## src/rtl/compressor_mul30.sv

```systemverilog
// Bit-heap compressor for a 30x30 unsigned partial-product array: 59 weighted
// columns are reduced with 3:2 counters, summed by a 60-bit CPA and registered.
module compressor_mul30 (
  input  logic        clk,
  input  logic        rst,
  input  logic [0:0]  src0,  input  logic [1:0]  src1,  input  logic [2:0]  src2,
  input  logic [3:0]  src3,  input  logic [4:0]  src4,  input  logic [5:0]  src5,
  input  logic [6:0]  src6,  input  logic [7:0]  src7,  input  logic [8:0]  src8,
  input  logic [9:0]  src9,  input  logic [10:0] src10, input  logic [11:0] src11,
  input  logic [12:0] src12, input  logic [13:0] src13, input  logic [14:0] src14,
  input  logic [15:0] src15, input  logic [16:0] src16, input  logic [17:0] src17,
  input  logic [18:0] src18, input  logic [19:0] src19, input  logic [20:0] src20,
  input  logic [21:0] src21, input  logic [22:0] src22, input  logic [23:0] src23,
  input  logic [24:0] src24, input  logic [25:0] src25, input  logic [26:0] src26,
  input  logic [27:0] src27, input  logic [28:0] src28, input  logic [29:0] src29,
  input  logic [28:0] src30, input  logic [27:0] src31, input  logic [26:0] src32,
  input  logic [25:0] src33, input  logic [24:0] src34, input  logic [23:0] src35,
  input  logic [22:0] src36, input  logic [21:0] src37, input  logic [20:0] src38,
  input  logic [19:0] src39, input  logic [18:0] src40, input  logic [17:0] src41,
  input  logic [16:0] src42, input  logic [15:0] src43, input  logic [14:0] src44,
  input  logic [13:0] src45, input  logic [12:0] src46, input  logic [11:0] src47,
  input  logic [10:0] src48, input  logic [9:0]  src49, input  logic [8:0]  src50,
  input  logic [7:0]  src51, input  logic [6:0]  src52, input  logic [5:0]  src53,
  input  logic [4:0]  src54, input  logic [3:0]  src55, input  logic [2:0]  src56,
  input  logic [1:0]  src57, input  logic [0:0]  src58,
  output logic        dst0,  dst1,  dst2,  dst3,  dst4,  dst5,  dst6,  dst7,
  output logic        dst8,  dst9,  dst10, dst11, dst12, dst13, dst14, dst15,
  output logic        dst16, dst17, dst18, dst19, dst20, dst21, dst22, dst23,
  output logic        dst24, dst25, dst26, dst27, dst28, dst29, dst30, dst31,
  output logic        dst32, dst33, dst34, dst35, dst36, dst37, dst38, dst39,
  output logic        dst40, dst41, dst42, dst43, dst44, dst45, dst46, dst47,
  output logic        dst48, dst49, dst50, dst51, dst52, dst53, dst54, dst55,
  output logic        dst56, dst57, dst58, dst59
);

  logic [29:0] col_in [60];
  logic [59:0] row_a;
  logic [59:0] row_b;
  logic [59:0] sum_d;
  logic [59:0] sum_q;

  function automatic logic [6:0] col_height(input int k);
    if (k <= 29) begin
      return 7'(k + 1);
    end else if (k <= 58) begin
      return 7'(59 - k);
    end else begin
      return 7'd0;
    end
  endfunction

  assign col_in[0]  = 30'(src0);  assign col_in[1]  = 30'(src1);  assign col_in[2]  = 30'(src2);
  assign col_in[3]  = 30'(src3);  assign col_in[4]  = 30'(src4);  assign col_in[5]  = 30'(src5);
  assign col_in[6]  = 30'(src6);  assign col_in[7]  = 30'(src7);  assign col_in[8]  = 30'(src8);
  assign col_in[9]  = 30'(src9);  assign col_in[10] = 30'(src10); assign col_in[11] = 30'(src11);
  assign col_in[12] = 30'(src12); assign col_in[13] = 30'(src13); assign col_in[14] = 30'(src14);
  assign col_in[15] = 30'(src15); assign col_in[16] = 30'(src16); assign col_in[17] = 30'(src17);
  assign col_in[18] = 30'(src18); assign col_in[19] = 30'(src19); assign col_in[20] = 30'(src20);
  assign col_in[21] = 30'(src21); assign col_in[22] = 30'(src22); assign col_in[23] = 30'(src23);
  assign col_in[24] = 30'(src24); assign col_in[25] = 30'(src25); assign col_in[26] = 30'(src26);
  assign col_in[27] = 30'(src27); assign col_in[28] = 30'(src28); assign col_in[29] = src29;
  assign col_in[30] = 30'(src30); assign col_in[31] = 30'(src31); assign col_in[32] = 30'(src32);
  assign col_in[33] = 30'(src33); assign col_in[34] = 30'(src34); assign col_in[35] = 30'(src35);
  assign col_in[36] = 30'(src36); assign col_in[37] = 30'(src37); assign col_in[38] = 30'(src38);
  assign col_in[39] = 30'(src39); assign col_in[40] = 30'(src40); assign col_in[41] = 30'(src41);
  assign col_in[42] = 30'(src42); assign col_in[43] = 30'(src43); assign col_in[44] = 30'(src44);
  assign col_in[45] = 30'(src45); assign col_in[46] = 30'(src46); assign col_in[47] = 30'(src47);
  assign col_in[48] = 30'(src48); assign col_in[49] = 30'(src49); assign col_in[50] = 30'(src50);
  assign col_in[51] = 30'(src51); assign col_in[52] = 30'(src52); assign col_in[53] = 30'(src53);
  assign col_in[54] = 30'(src54); assign col_in[55] = 30'(src55); assign col_in[56] = 30'(src56);
  assign col_in[57] = 30'(src57); assign col_in[58] = 30'(src58); assign col_in[59] = 30'd0;

  // Each column is packed into a work list (own bits, then carries from k-1) and
  // full adders consume three entries at a time, appending their sum to the list
  // and their carry to column k+1, until at most two entries remain. All indices
  // depend only on the fixed column profile, so the loops unroll to a static tree.
  // Slots past the live region may hold junk; they are never read unmasked.
  always_comb begin
    logic [127:0] w;
    logic [6:0]   rd;
    logic [6:0]   wr;
    logic [6:0]   nfa;
    logic [6:0]   rem;
    logic [31:0]  cy;
    logic [31:0]  nc;
    logic [5:0]   ncy;
    logic [5:0]   nnc;
    logic         en;
    logic         x;
    logic         y;
    logic         z;
    row_a = 60'd0;
    row_b = 60'd0;
    cy    = 32'd0;
    ncy   = 6'd0;
    w     = 128'd0;
    rd    = 7'd0;
    wr    = 7'd0;
    nfa   = 7'd0;
    rem   = 7'd0;
    nc    = 32'd0;
    nnc   = 6'd0;
    en    = 1'b0;
    x     = 1'b0;
    y     = 1'b0;
    z     = 1'b0;
    for (int k = 0; k < 60; k++) begin
      w   = 128'd0;
      rd  = 7'd0;
      wr  = 7'd0;
      nc  = 32'd0;
      nnc = 6'd0;
      for (int b = 0; b < 30; b++) begin
        w[wr] = col_in[6'(k)][5'(b)];
        wr    = wr + ((7'(b) < col_height(k)) ? 7'd1 : 7'd0);
      end
      for (int c = 0; c < 32; c++) begin
        w[wr] = cy[5'(c)];
        wr    = wr + ((6'(c) < ncy) ? 7'd1 : 7'd0);
      end
      nfa = (wr > 7'd2) ? ((wr - 7'd1) >> 1) : 7'd0;
      for (int f = 0; f < 32; f++) begin
        en       = (7'(f) < nfa);
        x        = w[rd];
        y        = w[rd + 7'd1];
        z        = w[rd + 7'd2];
        w[wr]    = x ^ y ^ z;
        nc[nnc[4:0]] = (x & y) | (x & z) | (y & z);
        rd       = rd + (en ? 7'd3 : 7'd0);
        wr       = wr + (en ? 7'd1 : 7'd0);
        nnc      = nnc + (en ? 6'd1 : 6'd0);
      end
      rem = wr - rd;
      row_a[6'(k)] = (rem >= 7'd1) & w[rd];
      row_b[6'(k)] = (rem >= 7'd2) & w[rd + 7'd1];
      cy  = nc;
      ncy = nnc;
    end
  end

  assign sum_d = row_a + row_b;

  // Output register; reset clears the result immediately.
  always_ff @(posedge clk or posedge rst) begin
    if (rst) begin
      sum_q <= 60'd0;
    end else begin
      sum_q <= sum_d;
    end
  end

  assign {dst59, dst58, dst57, dst56, dst55, dst54, dst53, dst52, dst51, dst50,
          dst49, dst48, dst47, dst46, dst45, dst44, dst43, dst42, dst41, dst40,
          dst39, dst38, dst37, dst36, dst35, dst34, dst33, dst32, dst31, dst30,
          dst29, dst28, dst27, dst26, dst25, dst24, dst23, dst22, dst21, dst20,
          dst19, dst18, dst17, dst16, dst15, dst14, dst13, dst12, dst11, dst10,
          dst9,  dst8,  dst7,  dst6,  dst5,  dst4,  dst3,  dst2,  dst1,  dst0} = sum_q;

endmodule

```

## config.mk

```make
export PLATFORM = sky130hd
export DESIGN_NAME = compressor_mul30
export DESIGN_NICKNAME = d
export VERILOG_FILES = /design/src/rtl/compressor_mul30.sv
export SDC_FILE = /design/constraint.sdc
export NUM_CORES = 1
export LEC_CHECK = 0
export ABC_CLOCK_PERIOD_IN_PS = 1300
export CORE_AREA = 2 2 373 375
export CTS_CLUSTER_DIAMETER = 30
export DETAILED_ROUTE_END_ITERATION = 8
export DIE_AREA = 0 0 375 377
export GPL_TIMING_DRIVEN = 0
export HOLD_SLACK_MARGIN = 0.08
export PLACE_DENSITY_LB_ADDON = 0.2
export SLEW_MARGIN = 40
export SYNTH_ARGS = -nofsm -noshare
export SYNTH_HDL_FRONTEND = slang
export SYNTH_SLANG_ARGS = --single-unit --ignore-timing --ignore-initial --compat-mode --unroll-limit 50000
```

## constraint.sdc

```tcl
create_clock -name clk -period 1.3 [get_ports clk]
set_clock_uncertainty 0.15 [all_clocks]
set_input_delay 0.26 -clock clk [delete_from_list [all_inputs] [get_ports clk]]
set_output_delay 0.26 -clock clk [all_outputs]
set_load 0.03 [all_outputs]
```

==> summary.md <==
| Metric | Value |
|---|---|
| Sink Count | 33 |
| Met2 Usage GRT | 9.17% |
| Mux contribution to synthesized area | 0% |
| Asr flop ratio synth | 100% |
| Routed length per instance | 13.2 um |
| Core Area | 137000 um^2 |
| Dpl hpwl | 38600 um |
| RSZ-0062 raised after global routing | yes |
| I/O pin cnt | 962 |
| Placer Congestion | 0.754 |
| Port bufs | 411 |
| Slew Limit Fails | 0 |
| Failing checks | negative setup slack |
| Met3 GRT Util | 1.78% |
| Layout area overhead | 84.0% |
| Synthesized area | 8230 um^2 |
| Synth Area in Simple Gates | 5.64% |
| Met1 Track Usage GR | 7.06% |
| Global-route wire length before repair | 54800 um |
| Worst min path class | primary input to asynchronous set/reset pin |
| Final Hold Viols | 0 |
| CP max FO | 4 |
| Vias per cell | 2.10 |
| Clk buf depth | 2 |
| Final worst-path cycle share | 1440% |
| Logic pwr share | 93.6% |
| FILL cells | 15800 |
| 1st-iter DRT viols | 91 |
| Critical path buffers and inverters | 26 |
| CTS tree | built |
| Post-synthesis adder-cell area fraction | 52.3% |
| Crit path kind | primary input to flop |
| Vias in the first global route | 7706 |
| Clock power frac | 2.5% |
| Syn avg cell area | 11.0 um^2 |
| Yosys warns | 0 |
| Crit path launch type | primary input |
| Compound-Gate Fraction of Synth Area | 0.259% |
| Worst EP required | 1.35 ns |
| H-tree Lvls | 2 |
| Final WS setup | -17.43 ns |
| Drt first pass iters | 4 |
| Largest net degree at the start of global routing | 22 |
| Chip Width | 375 um |
| Most frequent cells in the layout | clkdlybuf4s50_1, inv_1, fa_1, xnor2_1, buf_4 |
| Std cell rows | 136 |
| CTS buffer count | 5 |
| Sw frac | 53.4% |
| Max FFs per register | 33 |
| Internal Power | 22.0 mW |
| WHS | 0.131 ns |
| Antenna-violating nets left | 0 |
| Max cap viols | 0 |
| Share of layout cells above drive strength 1 | 14.4% |
| Number of antenna violations at the first check in global routing | 6 |
| Critical path's slowest cell | fa_2 |
| Unique cell type count in the Yosys netlist | 40 |
| Arr. time, crit path | 18.77 ns |
| Reg with most FFs | sum_q |
| Post-synthesis register bit count | 33 |
| Cells after Synth | 751 |
| Commonest non-fill, non-tap cell in the layout | clkdlybuf4s50_1 |
| # nets final | 2329 |
| F_max | 53.4 MHz |
| XOR/XNOR Fraction of Synth Area | 17.4% |
| Root Driver | clkbuf_16 |
| Post-synth EDFFs | 0 |
| Final setup vio count | 30 |
| Largest family of logic cells by synthesized area | adder cells |
| Full die area | 141000 um^2 |
| Worst VDD drop | 1.97 mV |
| Outcome | complete, but fails checks |
| Most numerous cell on the critical path | fa_2 |
| Largest registers | sum_q x33 |
| Leakage power | 6.06 nW |
| Seq pwr share | 3.9% |
| CTS clock-pin slew for the worst setup and hold paths | 0.05 ns |
| Die Height | 377 um |
| Top FF cell, synth | dfrtp_1 |
| Total GRT Usage | 5.45% |
| Vias | 6325 |
| Pwr Density | 3120 nW/um^2 |
| Grt total ovfl | 0 |
| Worst slew pin tran | 0.647 ns |
| Final wirelength | 39700 um |
| Register area share after synthesis | 10.0% |
| Slew HR | 56.5% |
| CP max stage delay | 0.57 ns |
| Minimum clock period | 18.73 ns |
| Kind of capture point of the worst setup path | flop |
| Crit path max-delay family | adder cells |
| TNS Setup | -350.80 ns |
| # DRC | 0 |
| Psw | 25.2 mW |
| Initial cell density of the core | 6.00% |
| Gr busiest metal | met2 |
[synthesized netlist by cell type, types with 3 or more instances]
master      n  area share, %
buf_4      27            2.5
dfrtp_1    33             10
fa_1      210             51
ha_1        7            1.1
inv_1     260             12
nand2_1    11           0.50
nand3_1     6           0.37
nand3b_1    5           0.46
nand4_1     3           0.23
nor2_1      8           0.37
nor2b_1     3           0.23
nor3_1      4           0.24
nor4_1      3           0.23
xnor2_1   106             11
xnor3_1     9            2.5
xor2_1     26            2.8
[metal layers]
layer  share of wire, %  vias up
li1                   -     2947
met1                 44     3047
met2                 46      312
met3                8.7       15
met4               0.31        4
met5              0.068        -
[power groups by stage]
stage	Combinational [mW]	Clock, mW	Sequential (mW)
after floorplan	30.4	0	2.98
after global placement	40.0	0	1.85
after detailed placement	39.9	0	1.85
after CTS	42.0	1.25	1.83
after global routing	46.5	1.28	1.88
final	44.1	1.18	1.85
[stage by stage]
step	total power [mW]	util (%)	setup slack, ns	cell area, um^2	instances
3_5_place_dp	41.8	10.8	-18.71	14800	2983
2_1_floorplan	33.4	-	-16.74	8440	777
3_3_place_gp	41.8	10.8	-18.62	14800	2982
5_1_grt	49.7	11.0	-18.16	15100	3004
6_report	47.2	11.0	-17.43	15100	3006
4_1_cts	45.1	10.9	-17.67	15000	2994
[how the worst max path moves through the flow]
stage	depth (start not counted)	slack [ns]	endpoint	startpoint
detailed placement	70	-18.71	sum_q[32]	src3[0]
finish	71	-17.43	sum_q[27]	src3[0]
floorplan	69	-16.74	sum_q[25]	src3[0]
global route	70	-18.16	sum_q[25]	src3[0]
global placement	70	-18.62	sum_q[32]	src3[0]
CTS	70	-17.67	sum_q[25]	src3[0]
[kinds of logic after synthesis]
family | Yosys count
fa+ha+maj | 218
flops | 33
buf+inv | 287
simple gates | 65
compound gates | 3
xor+xnor | 144
other cells | 1
[cell type report]
type	count	area, um^2	area share, %
Inverter	260	981	6.48
Timing Repair Buffer	426	4110	27.2
Antenna cell	2	5.00	0.0331
Buffer	27	203	1.34
Tap cell	1794	2240	14.8
Multi-Input combinational cell	457	6620	43.8
Clock buffer	7	143	0.943
Sequential cell	33	826	5.46
[what timing repair did]
action,CTS,global route
endpoints found under the hold margin,0,0
hold buffers,0,0
buffers inserted,4,10
endpoints found under the setup margin,64,32
gates resized for setup,228,14
pin swaps,21,8
(Power assumes the default switching activity.)
